File: src/rtl/dds_modulator.sv
// dds_modulator
// Multi-mode direct digital synthesis modulator (OOK, BFSK, BPSK, CW).
// A phase accumulator driven by a per-symbol tuning word addresses a
// quarter-wave sine table; the sample goes to an offset-binary parallel DAC
// through a two-stage output pipeline.
//
// Ports:
//   clk, rst         system clock, synchronous active-high reset
//   cfg_we           load mode/ftw0/ftw1/period (taken only while idle)
//   cfg_mode         0=OOK, 1=BFSK, 2=BPSK, 3=CW
//   cfg_ftw0/1       tuning words (ftw1 used only for BFSK mark symbols)
//   cfg_period       clocks per symbol, 0 behaves as 1
//   sym_valid/data   symbol offer; sym_ready marks when it is taken
//   busy             a symbol is being transmitted
//   dac, dac_active  output sample and its "modulated" qualifier
module dds_modulator #(
    parameter int PHASE_W = 32,
    parameter int LUT_AW  = 8,
    parameter int DAC_W   = 8,
    parameter int PER_W   = 16
) (
    input  logic               clk,
    input  logic               rst,
    input  logic               cfg_we,
    input  logic [1:0]         cfg_mode,
    input  logic [PHASE_W-1:0] cfg_ftw0,
    input  logic [PHASE_W-1:0] cfg_ftw1,
    input  logic [PER_W-1:0]   cfg_period,
    input  logic               sym_valid,
    input  logic               sym_data,
    output logic               sym_ready,
    output logic               busy,
    output logic [DAC_W-1:0]   dac,
    output logic               dac_active
);

    localparam int QN = 2 ** (LUT_AW - 2);
    // mode 3 (CW) needs no decode: it never gates and never alters the phase
    localparam logic [1:0] MODE_OOK  = 2'd0;
    localparam logic [1:0] MODE_BFSK = 2'd1;
    localparam logic [1:0] MODE_BPSK = 2'd2;
    localparam logic [PER_W-1:0] PER_ONE = {{(PER_W-1){1'b0}}, 1'b1};
    localparam logic [DAC_W-1:0] MID     = {1'b1, {(DAC_W-1){1'b0}}};
    localparam logic [DAC_W-1:0] MID_M1  = {1'b0, {(DAC_W-1){1'b1}}};
    localparam longint PI_Q30 = 64'sd3373259426;  // pi * 2^30

    // Sine magnitude for table entry idx, evaluated in Q30 fixed point with
    // a Taylor series so the table is fully resolved at elaboration.
    function automatic logic [DAC_W-2:0] sine_mag(input int idx);
        longint x_q, x2_q, term_q, sum_q, amp_q;
        x_q    = (PI_Q30 * longint'(2 * idx + 1)) >>> LUT_AW;
        x2_q   = (x_q * x_q) >>> 30;
        term_q = x_q;
        sum_q  = x_q;
        for (int k = 1; k <= 12; k++) begin
            term_q = (-((term_q * x2_q) >>> 30)) / longint'((2 * k) * (2 * k + 1));
            sum_q  = sum_q + term_q;
        end
        amp_q = (sum_q * ((64'sd1 <<< (DAC_W - 1)) - 64'sd1) + 64'sd536870912) >>> 30;
        return amp_q[DAC_W-2:0];
    endfunction

    typedef enum logic [0:0] {ST_IDLE = 1'b0, ST_RUN = 1'b1} state_t;

    state_t             state_r;
    logic [PHASE_W-1:0] acc_r;
    logic [PER_W-1:0]   cnt_r;
    logic               sym_r;
    logic [1:0]         mode_r;
    logic [PHASE_W-1:0] ftw0_r;
    logic [PHASE_W-1:0] ftw1_r;
    logic [PER_W-1:0]   period_r;
    logic [1:0]         s1_quad_r;
    logic [LUT_AW-3:0]  s1_idx_r;
    logic               s1_gate_r;
    logic [DAC_W-1:0]   dac_r;
    logic               dac_active_r;

    logic [PER_W-1:0]   per_eff_s;
    logic               last_s;
    logic               ready_s;
    logic               accept_s;
    logic [PHASE_W-1:0] ftw_sel_s;
    logic               flip_s;
    logic [LUT_AW-1:0]  phase_s;
    logic [1:0]         quad_s;
    logic [LUT_AW-3:0]  idx_s;
    logic               gate_s;
    logic [DAC_W-2:0]   mag_s;
    logic [DAC_W-1:0]   sample_s;
    logic [DAC_W-2:0]   lut_s [QN];

    // Quarter-wave table, one elaboration-time constant per entry
    for (genvar g = 0; g < QN; g++) begin : g_lut
        localparam logic [DAC_W-2:0] MAG = sine_mag(g);
        assign lut_s[g] = MAG;
    end

    // Handshake, tuning-word select, phase folding and sample assembly
    always_comb begin
        if (period_r == {PER_W{1'b0}}) begin
            per_eff_s = PER_ONE;
        end else begin
            per_eff_s = period_r;
        end
        last_s = (cnt_r == (per_eff_s - PER_ONE));

        if (rst) begin
            ready_s = 1'b0;
        end else if (state_r == ST_IDLE) begin
            ready_s = 1'b1;
        end else begin
            ready_s = last_s;
        end
        accept_s = sym_valid & ready_s;

        if ((mode_r == MODE_BFSK) && sym_r) begin
            ftw_sel_s = ftw1_r;
        end else begin
            ftw_sel_s = ftw0_r;
        end

        // BPSK mark symbol: flip the phase MSB for a 180 degree shift
        flip_s  = (mode_r == MODE_BPSK) & sym_r;
        phase_s = acc_r[PHASE_W-1 -: LUT_AW] ^ {flip_s, {(LUT_AW-1){1'b0}}};
        quad_s  = phase_s[LUT_AW-1 -: 2];
        // odd quadrants walk the quarter table backwards
        idx_s   = phase_s[LUT_AW-3:0] ^ {(LUT_AW-2){quad_s[0]}};

        if (state_r == ST_IDLE) begin
            gate_s = 1'b1;
        end else if ((mode_r == MODE_OOK) && !sym_r) begin
            gate_s = 1'b1;
        end else begin
            gate_s = 1'b0;
        end

        mag_s = lut_s[s1_idx_r];
        // negative half mirrors around midscale as M-1-a so 0..2^DAC_W-1 is never exceeded
        if (s1_quad_r[1] == 1'b0) begin
            sample_s = MID + {1'b0, mag_s};
        end else begin
            sample_s = MID_M1 - {1'b0, mag_s};
        end
    end

    // Control FSM: config capture, symbol sequencing and phase accumulation
    always_ff @(posedge clk) begin
        if (rst) begin
            state_r  <= ST_IDLE;
            acc_r    <= {PHASE_W{1'b0}};
            cnt_r    <= {PER_W{1'b0}};
            sym_r    <= 1'b0;
            mode_r   <= 2'd0;
            ftw0_r   <= {PHASE_W{1'b0}};
            ftw1_r   <= {PHASE_W{1'b0}};
            period_r <= PER_ONE;
        end else begin
            if ((state_r == ST_IDLE) && cfg_we) begin
                mode_r   <= cfg_mode;
                ftw0_r   <= cfg_ftw0;
                ftw1_r   <= cfg_ftw1;
                period_r <= cfg_period;
            end
            case (state_r)
                ST_IDLE: begin
                    if (accept_s) begin
                        state_r <= ST_RUN;
                        acc_r   <= {PHASE_W{1'b0}};
                        sym_r   <= sym_data;
                        cnt_r   <= {PER_W{1'b0}};
                    end
                end
                ST_RUN: begin
                    // boundary cycle still advances with the outgoing symbol's word
                    acc_r <= acc_r + ftw_sel_s;
                    if (last_s) begin
                        cnt_r <= {PER_W{1'b0}};
                        if (accept_s) begin
                            sym_r <= sym_data;
                        end else begin
                            state_r <= ST_IDLE;
                        end
                    end else begin
                        cnt_r <= cnt_r + PER_ONE;
                    end
                end
                default: begin
                    state_r <= ST_IDLE;
                end
            endcase
        end
    end

    // Output pipeline: stage 1 holds folded phase and gate, stage 2 the sample
    always_ff @(posedge clk) begin
        if (rst) begin
            s1_quad_r    <= 2'd0;
            s1_idx_r     <= {(LUT_AW-2){1'b0}};
            s1_gate_r    <= 1'b1;
            dac_r        <= MID;
            dac_active_r <= 1'b0;
        end else begin
            s1_quad_r    <= quad_s;
            s1_idx_r     <= idx_s;
            s1_gate_r    <= gate_s;
            dac_r        <= s1_gate_r ? MID : sample_s;
            dac_active_r <= ~s1_gate_r;
        end
    end

    assign sym_ready  = ready_s;
    assign busy       = (state_r == ST_RUN);
    assign dac        = dac_r;
    assign dac_active = dac_active_r;

endmodule
File: config.mk
export PLATFORM = sky130hd
export DESIGN_NAME = dds_modulator
export DESIGN_NICKNAME = d
export VERILOG_FILES = /design/src/rtl/dds_modulator.sv
export SDC_FILE = /design/constraint.sdc
export NUM_CORES = 1
export LEC_CHECK = 0
export BUFFER_PORTS_ARGS = -buffer_cell sky130_fd_sc_hd__buf_2
export CAP_MARGIN = 20
export CORE_MARGIN = 4
export CORE_UTILIZATION = 64
export DETAILED_ROUTE_END_ITERATION = 10
export PLACE_DENSITY = 0.95
export SETUP_SLACK_MARGIN = 0.4
export SLEW_MARGIN = 10
export SYNTH_ARGS = -nofsm -noshare
export SYNTH_HDL_FRONTEND = slang
export SYNTH_SLANG_ARGS = --single-unit
File: constraint.sdc
create_clock -name clk -period 6.7 [get_ports clk]
set_clock_uncertainty 0.1 [all_clocks]
set_input_delay 0.335 -clock clk [delete_from_list [all_inputs] [get_ports clk]]
set_output_delay 0.335 -clock clk [all_outputs]
set_load 0.01 [all_outputs]
==> results of run 1 <==
flip-flops by register name (all words and copies together), names as in the netlist, 2 cells and up:
| register | cells |
|---|---|
| acc_r | 32 |
| mode_r | 2 |
| cnt_r | 16 |
| ftw0_r | 32 |
| ftw1_r | 32 |
| dac | 8 |
| period_r | 16 |
| s1_idx_r | 6 |
cell type report:
class | count | area [µm²]
Tap cell | 172 | 215
Timing Repair Buffer | 102 | 526
Clock inverter | 8 | 148
Clock buffer | 23 | 468
Inverter | 27 | 101
Fill cell | 850 | 3260
Multi-Input combinational cell | 812 | 5080
Sequential cell | 149 | 2980
routing by layer:
layer,vias up,part of all wire,global-route usage
li1,3803,-,-
met1,3634,0.40,0.334
met2,364,0.49,0.480
met3,93,0.069,0.0618
met4,0,0.042,0.143
met5,-,0,0
where the power goes:
group / internal, µW / switching (µW)
clock: 641 / 361
sequential: 926 / 38.2
combinational: 121 / 175
total: 1690 / 574
synthesized netlist by cell type, types with 6 or more instances:
master,n,area share
nand3_1,13,0.0077
o31ai_1,6,0.0053
a211oi_1,9,0.0080
nor3b_1,23,0.021
nand2b_1,8,0.0059
nor2_1,56,0.025
ha_1,42,0.062
xnor2_1,40,0.042
a21oi_1,134,0.080
xor2_1,20,0.021
dfxtp_1,149,0.35
nor2b_1,7,0.0052
a31oi_1,7,0.0052
a221oi_1,8,0.0083
mux2_2,32,0.043
inv_1,26,0.012
and3_1,16,0.012
clkbuf_1,60,0.027
o21ai_0,48,0.029
a21o_1,26,0.023
nor3_1,11,0.0065
mux2i_1,14,0.017
o21ai_1,9,0.0053
nand2_1,210,0.094
worst min-delay path: stages:
cell     delay (ns)
buf_2          0.09
nand2_1        0.04
a21oi_1        0.05
through the flow:
stage | power [µW] | std cells | utilization | area (µm²)
floorplan | 1190 | 1057 | - | 8420
global placement | 1250 | 1262 | 0.697 | 8900
detailed placement | 1260 | 1262 | 0.697 | 8900
CTS | 2260 | 1293 | 0.745 | 9520
global route | 2340 | 1293 | 0.745 | 9520
finish | 2260 | 1293 | 0.745 | 9520
cells in the final DEF, fill, tap and decap left out, types with 3 or more instances in the layout:
cell       count
bufinv_16      4
a221oi_1       8
a21o_1        26
nand4b_1       3
dfxtp_1      149
o21ai_0       48
o21a_1         4
o21bai_1       5
nor3b_1       23
mux2_2        32
and4_1         4
a211oi_1       9
o211ai_1       3
o311ai_0       3
and3_1        16
xor2_1        20
o31a_1         4
nor2b_1        6
clkbuf_16     17
nand3b_1       3
buf_2         96
a31oi_1        7
inv_1         26
a21oi_1      134
clkbuf_1       4
nand2_1      210
nor2_1        56
o21ai_1        9
buf_4          6
o31ai_1        6
nand4_1        5
nand2b_1       7
nand3_1       13
or3_1          4
xnor2_1       40
nor3_1        10
ha_1          42
mux2i_1       14
worst min-delay path by stage:
stage                 start         end  slack (ns)  depth (start not counted)
3_5_place_dp      ftw0_r[9]   ftw0_r[9]        0.35                          2
4_1_cts        cfg_ftw1[11]  ftw1_r[11]        0.03                          3
6_report        cfg_ftw1[9]   ftw1_r[9]        0.04                          3
3_3_place_gp     ftw0_r[16]  ftw0_r[16]        0.34                          2
5_1_grt         cfg_ftw0[6]   ftw0_r[6]        0.04                          3
2_1_floorplan     acc_r[13]   acc_r[13]        0.33                          2
logic make-up after synthesis:
family / Yosys count / synth area share
muxes: 46 / 0.0594
xor gates and xnor gates: 60 / 0.0624
DFF: 149 / 0.354
buffers and inverters: 96 / 0.0456
AOI/OAI and AO/OA: 284 / 0.201
adders and majority gates: 43 / 0.0648
and+or+nand+nor: 379 / 0.213
==> results.py, run 1 <==
metrics = {
    "routing": {
        "vias": 7894,
        "ant_nets": 0,
        "drc": 0,
        "totalWireLength_mm": 21.1,
        "routed_via_density": 6.11,
        "drtIter0Drc": 776,
        "firstDrtPassIters": 6,
        "routedWlPerCell_um": 16.3,
    },
    "sta": {
        "post-route-min-period_ns": 4.68,
        "period_share": 0.699,
        "fmax_mhz": 213,
        "setup_slack_ns": 2.02,
        "final.setup.tns_ns": 0,
        "worst_pin_slew_ns": 1.09,
        "slew_headroom": 0.270,
        "hold_ws_ns": 0.0397,
        "hold_viol_final": 0,
        "setup_violations": 0,
        "rsz0062_at_grt": "no",
        "final-max-slew-violation-count": 0,
    },
    "clock_network": {
        "clock_latency_ns": 0.43,
        "holdBufCountCts": 0,
        "ctsResizeCount": 0,
        "clk_pin_slew_ns": 0.06,
        "post_cts_buffers": 0,
        "clk_path_buf_depth": 2,
        "htree_levels": 4,
        "cts_tree": "done",
        "cts_root_buf": "clkbuf_16",
        "cts.sinks": 149,
        "numCtsBuffers": 17,
    },
    "worst_setup_path": {
        "crit_path_end": "sym_ready",
        "crit_required_ns": 6.26,
        "reg2reg_from": "mode_r[1]",
        "r2r_end": "acc_r[31]",
        "startpoint": "period_r[0]",
        "crit_path_max_fanout": 7,
        "cpPeakStageDelay_ns": 0.66,
        "cpMaxStageDelayCell": "or4_1",
        "critPathBufInv": 1,
        "reg2regPathDepth": 13,
        "crit_family": "simple AND/OR/NAND/NOR gates",
        "arrival_ns": 4.25,
        "r2r_slack_ns": 2.28,
        "end_kind": "output port",
        "path_cells": "nor4_4 -> and3_1 -> a21oi_1 -> ha_1 -> nor3b_2 -> and4_1 -> or3_1 -> a221oi_1 -> nand4_1 -> or4_1 -> a21oi_1 -> buf_2",
        "setup.worst_path.class": "flip-flop to output port",
        "startpoint_type": "flip-flop",
        "cp.depth": 12,
        "cp_common_cell": "a21oi_1",
    },
    "die": {
        "rows": 41,
        "placeableCoreArea_um2": 12800,
        "initial_core_util": 0.659,
        "io_pins": 98,
        "die_area_um2": 15100,
        "dieHeight_um": 123,
        "fp.dieW_um": 123,
    },
    "global_routing": {
        "track_usage": 0.282,
        "gr-total-overflow": 0,
        "antenna_found_initial": 0,
        "grt_max_degree": 89,
        "grt_pass1_wl_mm": 34.2,
        "grt_pass1_vias": 7529,
    },
    "logic_synthesis": {
        "seq_area_frac_synth": 0.354,
        "yosys_most_used_dff": "dfxtp_1",
        "yosysWarnings": 0,
        "netlist_instances": 1057,
        "synth_nets": 1187,
        "avgSynthCellArea_um2": 7.97,
        "ys_seq_elements": 149,
        "synthArstFlopShare": 0,
        "synth_edf_count": 0,
        "syn_area_um2": 8420,
        "synth_cell_type_count": 66,
    },
    "cells_and_area": {
        "nNetsFinal": 1239,
        "drive_gt1_frac": 0.153,
        "area_delta_synth_final_pct": 13.0,
        "n_antenna_cell": 0,
    },
    "place": {
        "hpwl_mm": 13.4,
        "gp_congestion": 0.925,
        "place_ws_ns": 2.45,
        "port_buffers": 97,
    },
    "worst_hold_path": {
        "hp-class": "input port to flip-flop",
    },
    "power_and_ir_drop": {
        "power.density_nw_per_um2": 238,
        "p_leak_uw": 0.00409,
        "peakVddDrop_v": 0.000208,
    },
    "run": {
        "cap_violations": 0,
    },
    "status": {
        "status": "finished clean",
    },
}
(Power assumes the default switching activity.)
==> run 2, diff against run 1 <==
Settings changed: CORE_UTILIZATION 64 to 59, PLACE_DENSITY 0.95 to 0.91.
Clock period 6.7 ns to 4.6 ns, I/O delays scaled along.
==> results.py, run 2 (synthesis results as in run 1) <==
metrics = {
    "clock_network": {
        "numCtsBuffers": 17,
        "cts.sinks": 149,
        "cts_tree": "done",
        "clk_path_buf_depth": 2,
        "htree_levels": 4,
        "clk_pin_slew_ns": 0.07,
        "cts_root_buf": "clkbuf_16",
        "clock_latency_ns": 0.44,
    },
    "worst_setup_path": {
        "setup.worst_path.class": "flip-flop to flip-flop",
        "cp_common_cell": "a21o_1",
        "r2r_slack_ns": 0.30,
        "reg2reg_from": "mode_r[1]",
        "path_cells": "nand3b_1 -> buf_6 -> buf_4 -> mux2_2 -> ha_1 -> a21o_1 -> a21o_1 -> a221oi_2 -> o21ai_1 -> o31ai_2 -> o31a_1 -> xor2_1 -> o21ai_0 -> a22o_1",
        "cpPeakStageDelay_ns": 0.38,
        "r2r_end": "acc_r[31]",
        "end_kind": "flip-flop",
        "startpoint": "mode_r[1]",
        "cpMaxStageDelayCell": "dfxtp_1",
        "crit_required_ns": 4.83,
        "reg2regPathDepth": 14,
        "crit_path_max_fanout": 15,
        "arrival_ns": 4.53,
        "startpoint_type": "flip-flop",
    },
    "sta": {
        "worst_pin_slew_ns": 1.08,
        "final.setup.tns_ns": 0,
        "hold_viol_final": 0,
        "hold_ws_ns": 0.222,
        "rsz0062_at_grt": "yes",
        "slew_headroom": 0.279,
        "post-route-min-period_ns": 4.30,
        "final-max-slew-violation-count": 0,
        "setup_violations": 0,
        "period_share": 0.935,
        "fmax_mhz": 232,
    },
    "routing": {
        "vias": 9088,
        "routed_via_density": 6.50,
        "drc": 0,
        "routedWlPerCell_um": 20.0,
        "totalWireLength_mm": 28.0,
        "ant_nets": 0,
        "firstDrtPassIters": 6,
        "drtIter0Drc": 1162,
    },
    "cells_and_area": {
        "fill_cells": 777,
        "nNetsFinal": 1334,
        "final_common_cell": "nand2_1",
        "multi_input_area_um2": 5140,
        "drive_gt1_frac": 0.163,
        "area_delta_synth_final_pct": 24.6,
        "reg_top3": "acc_r x32, ftw0_r x32, ftw1_r x32",
        "fin_cells": 1398,
        "regArea_um2": 2990,
        "layout_common_cells": "nand2_1 (210), dfxtp_1 (147), a21oi_1 (133), buf_2 (96), dlygate4sd3_1 (85)",
    },
    "place": {
        "gp_congestion": 0.937,
        "port_buffers": 97,
        "hpwl_mm": 13.9,
        "dpl.cell_count": 1272,
    },
    "power_and_ir_drop": {
        "clock_power_share": 0.420,
        "seqPwrFrac": 0.420,
        "combPwrFrac": 0.160,
        "switching_share": 0.289,
        "power_switching_uw": 972,
        "power.density_nw_per_um2": 321,
        "p_leak_uw": 0.00448,
        "peakVddDrop_v": 0.000310,
        "power.internal_uw": 2400,
    },
    "worst_hold_path": {
        "worstHoldStart": "cfg_we",
        "hp-class": "input port to flip-flop",
        "whs_endpoint": "ftw0_r[2]",
        "hold-path-cell-count": 4,
    },
    "run": {
        "cap_violations": 0,
    },
    "die": {
        "fp.dieW_um": 127,
        "rows": 43,
        "io_pins": 98,
        "initial_core_util": 0.604,
        "die_area_um2": 16200,
        "placeableCoreArea_um2": 13900,
        "dieHeight_um": 127,
    },
    "global_routing": {
        "track_usage": 0.322,
        "grt_pass1_wl_mm": 42.4,
        "antenna_found_initial": 1,
        "gr-total-overflow": 0,
        "grt_max_degree": 100,
        "grt_pass1_vias": 8672,
    },
    "status": {
        "status": "finished clean",
    },
}
-- run 2: worst max-delay path, delay by kind of cell, from the launching register on --
family	cells	cell delay, ns
AOI/OAI and AO/OA	8	1.94
and+or+nand+nor	1	0.26
xor gates and xnor gates	1	0.22
muxes	1	0.37
adders and majority gates	1	0.38
buffers and inverters	2	0.54
DFF	1	0.38
-- run 2: stage by stage --
step	cell area [µm²]	utilization	power (µW)	setup WS (ns)
finish	10500	0.753	3370	0.299
global route	10500	0.753	3450	0.265
CTS	10400	0.745	3260	0.411
detailed placement	8930	0.641	1840	0.498
global placement	8930	0.641	1820	0.641
floorplan	8420	-	1730	0.907
-- run 2: metal layers --
| layer | up-vias | share of wire | GRT usage |
|---|---|---|---|
| met1 | 4147 | 0.36 | 0.360 |
| met4 | 0 | 0.071 | 0.203 |
| met3 | 224 | 0.097 | 0.0794 |
| met2 | 724 | 0.48 | 0.547 |
| met5 | - | 0 | 0 |
| li1 | 3993 | - | - |
-- run 2: power groups by stage --
stage                     sequential (µW)  combinational (µW)  clock, µW
final                                1420                 538       1410
after detailed placement             1430                 410          0
after global placement               1430                 394          0
after floorplan                      1410                 323          0
after CTS                            1410                 473       1380
after global routing                 1420                 576       1460
-- run 2: timing repair --
item | in CTS | in global routing
setup endpoints to repair | 1 | 8
resized for setup | 3 | 14
hold buffers | 85 | 0
buffers inserted | 1 | 7
gates cloned | 0 | 0
pin swaps | 2 | 5
hold endpoints to repair | 88 | 0
-- run 2: worst max-delay path by stage --
| stage | cells past startpoint | to |
|---|---|---|
| 2_1_floorplan | 15 | acc_r[24] |
| 4_1_cts | 12 | sym_ready |
| 6_report | 14 | acc_r[31] |
| 3_3_place_gp | 14 | acc_r[31] |
| 3_5_place_dp | 13 | acc_r[31] |
| 5_1_grt | 14 | acc_r[31] |
-- run 2: layout make-up --
class                   count  area share
clock buffers              19      0.0412
inverters                  27     0.00966
well taps                 180      0.0215
clock inverters            13      0.0141
multi-input cells         812       0.490
diodes                      1    0.000238
repair buffers            197       0.139
flip-flops and latches    149       0.284
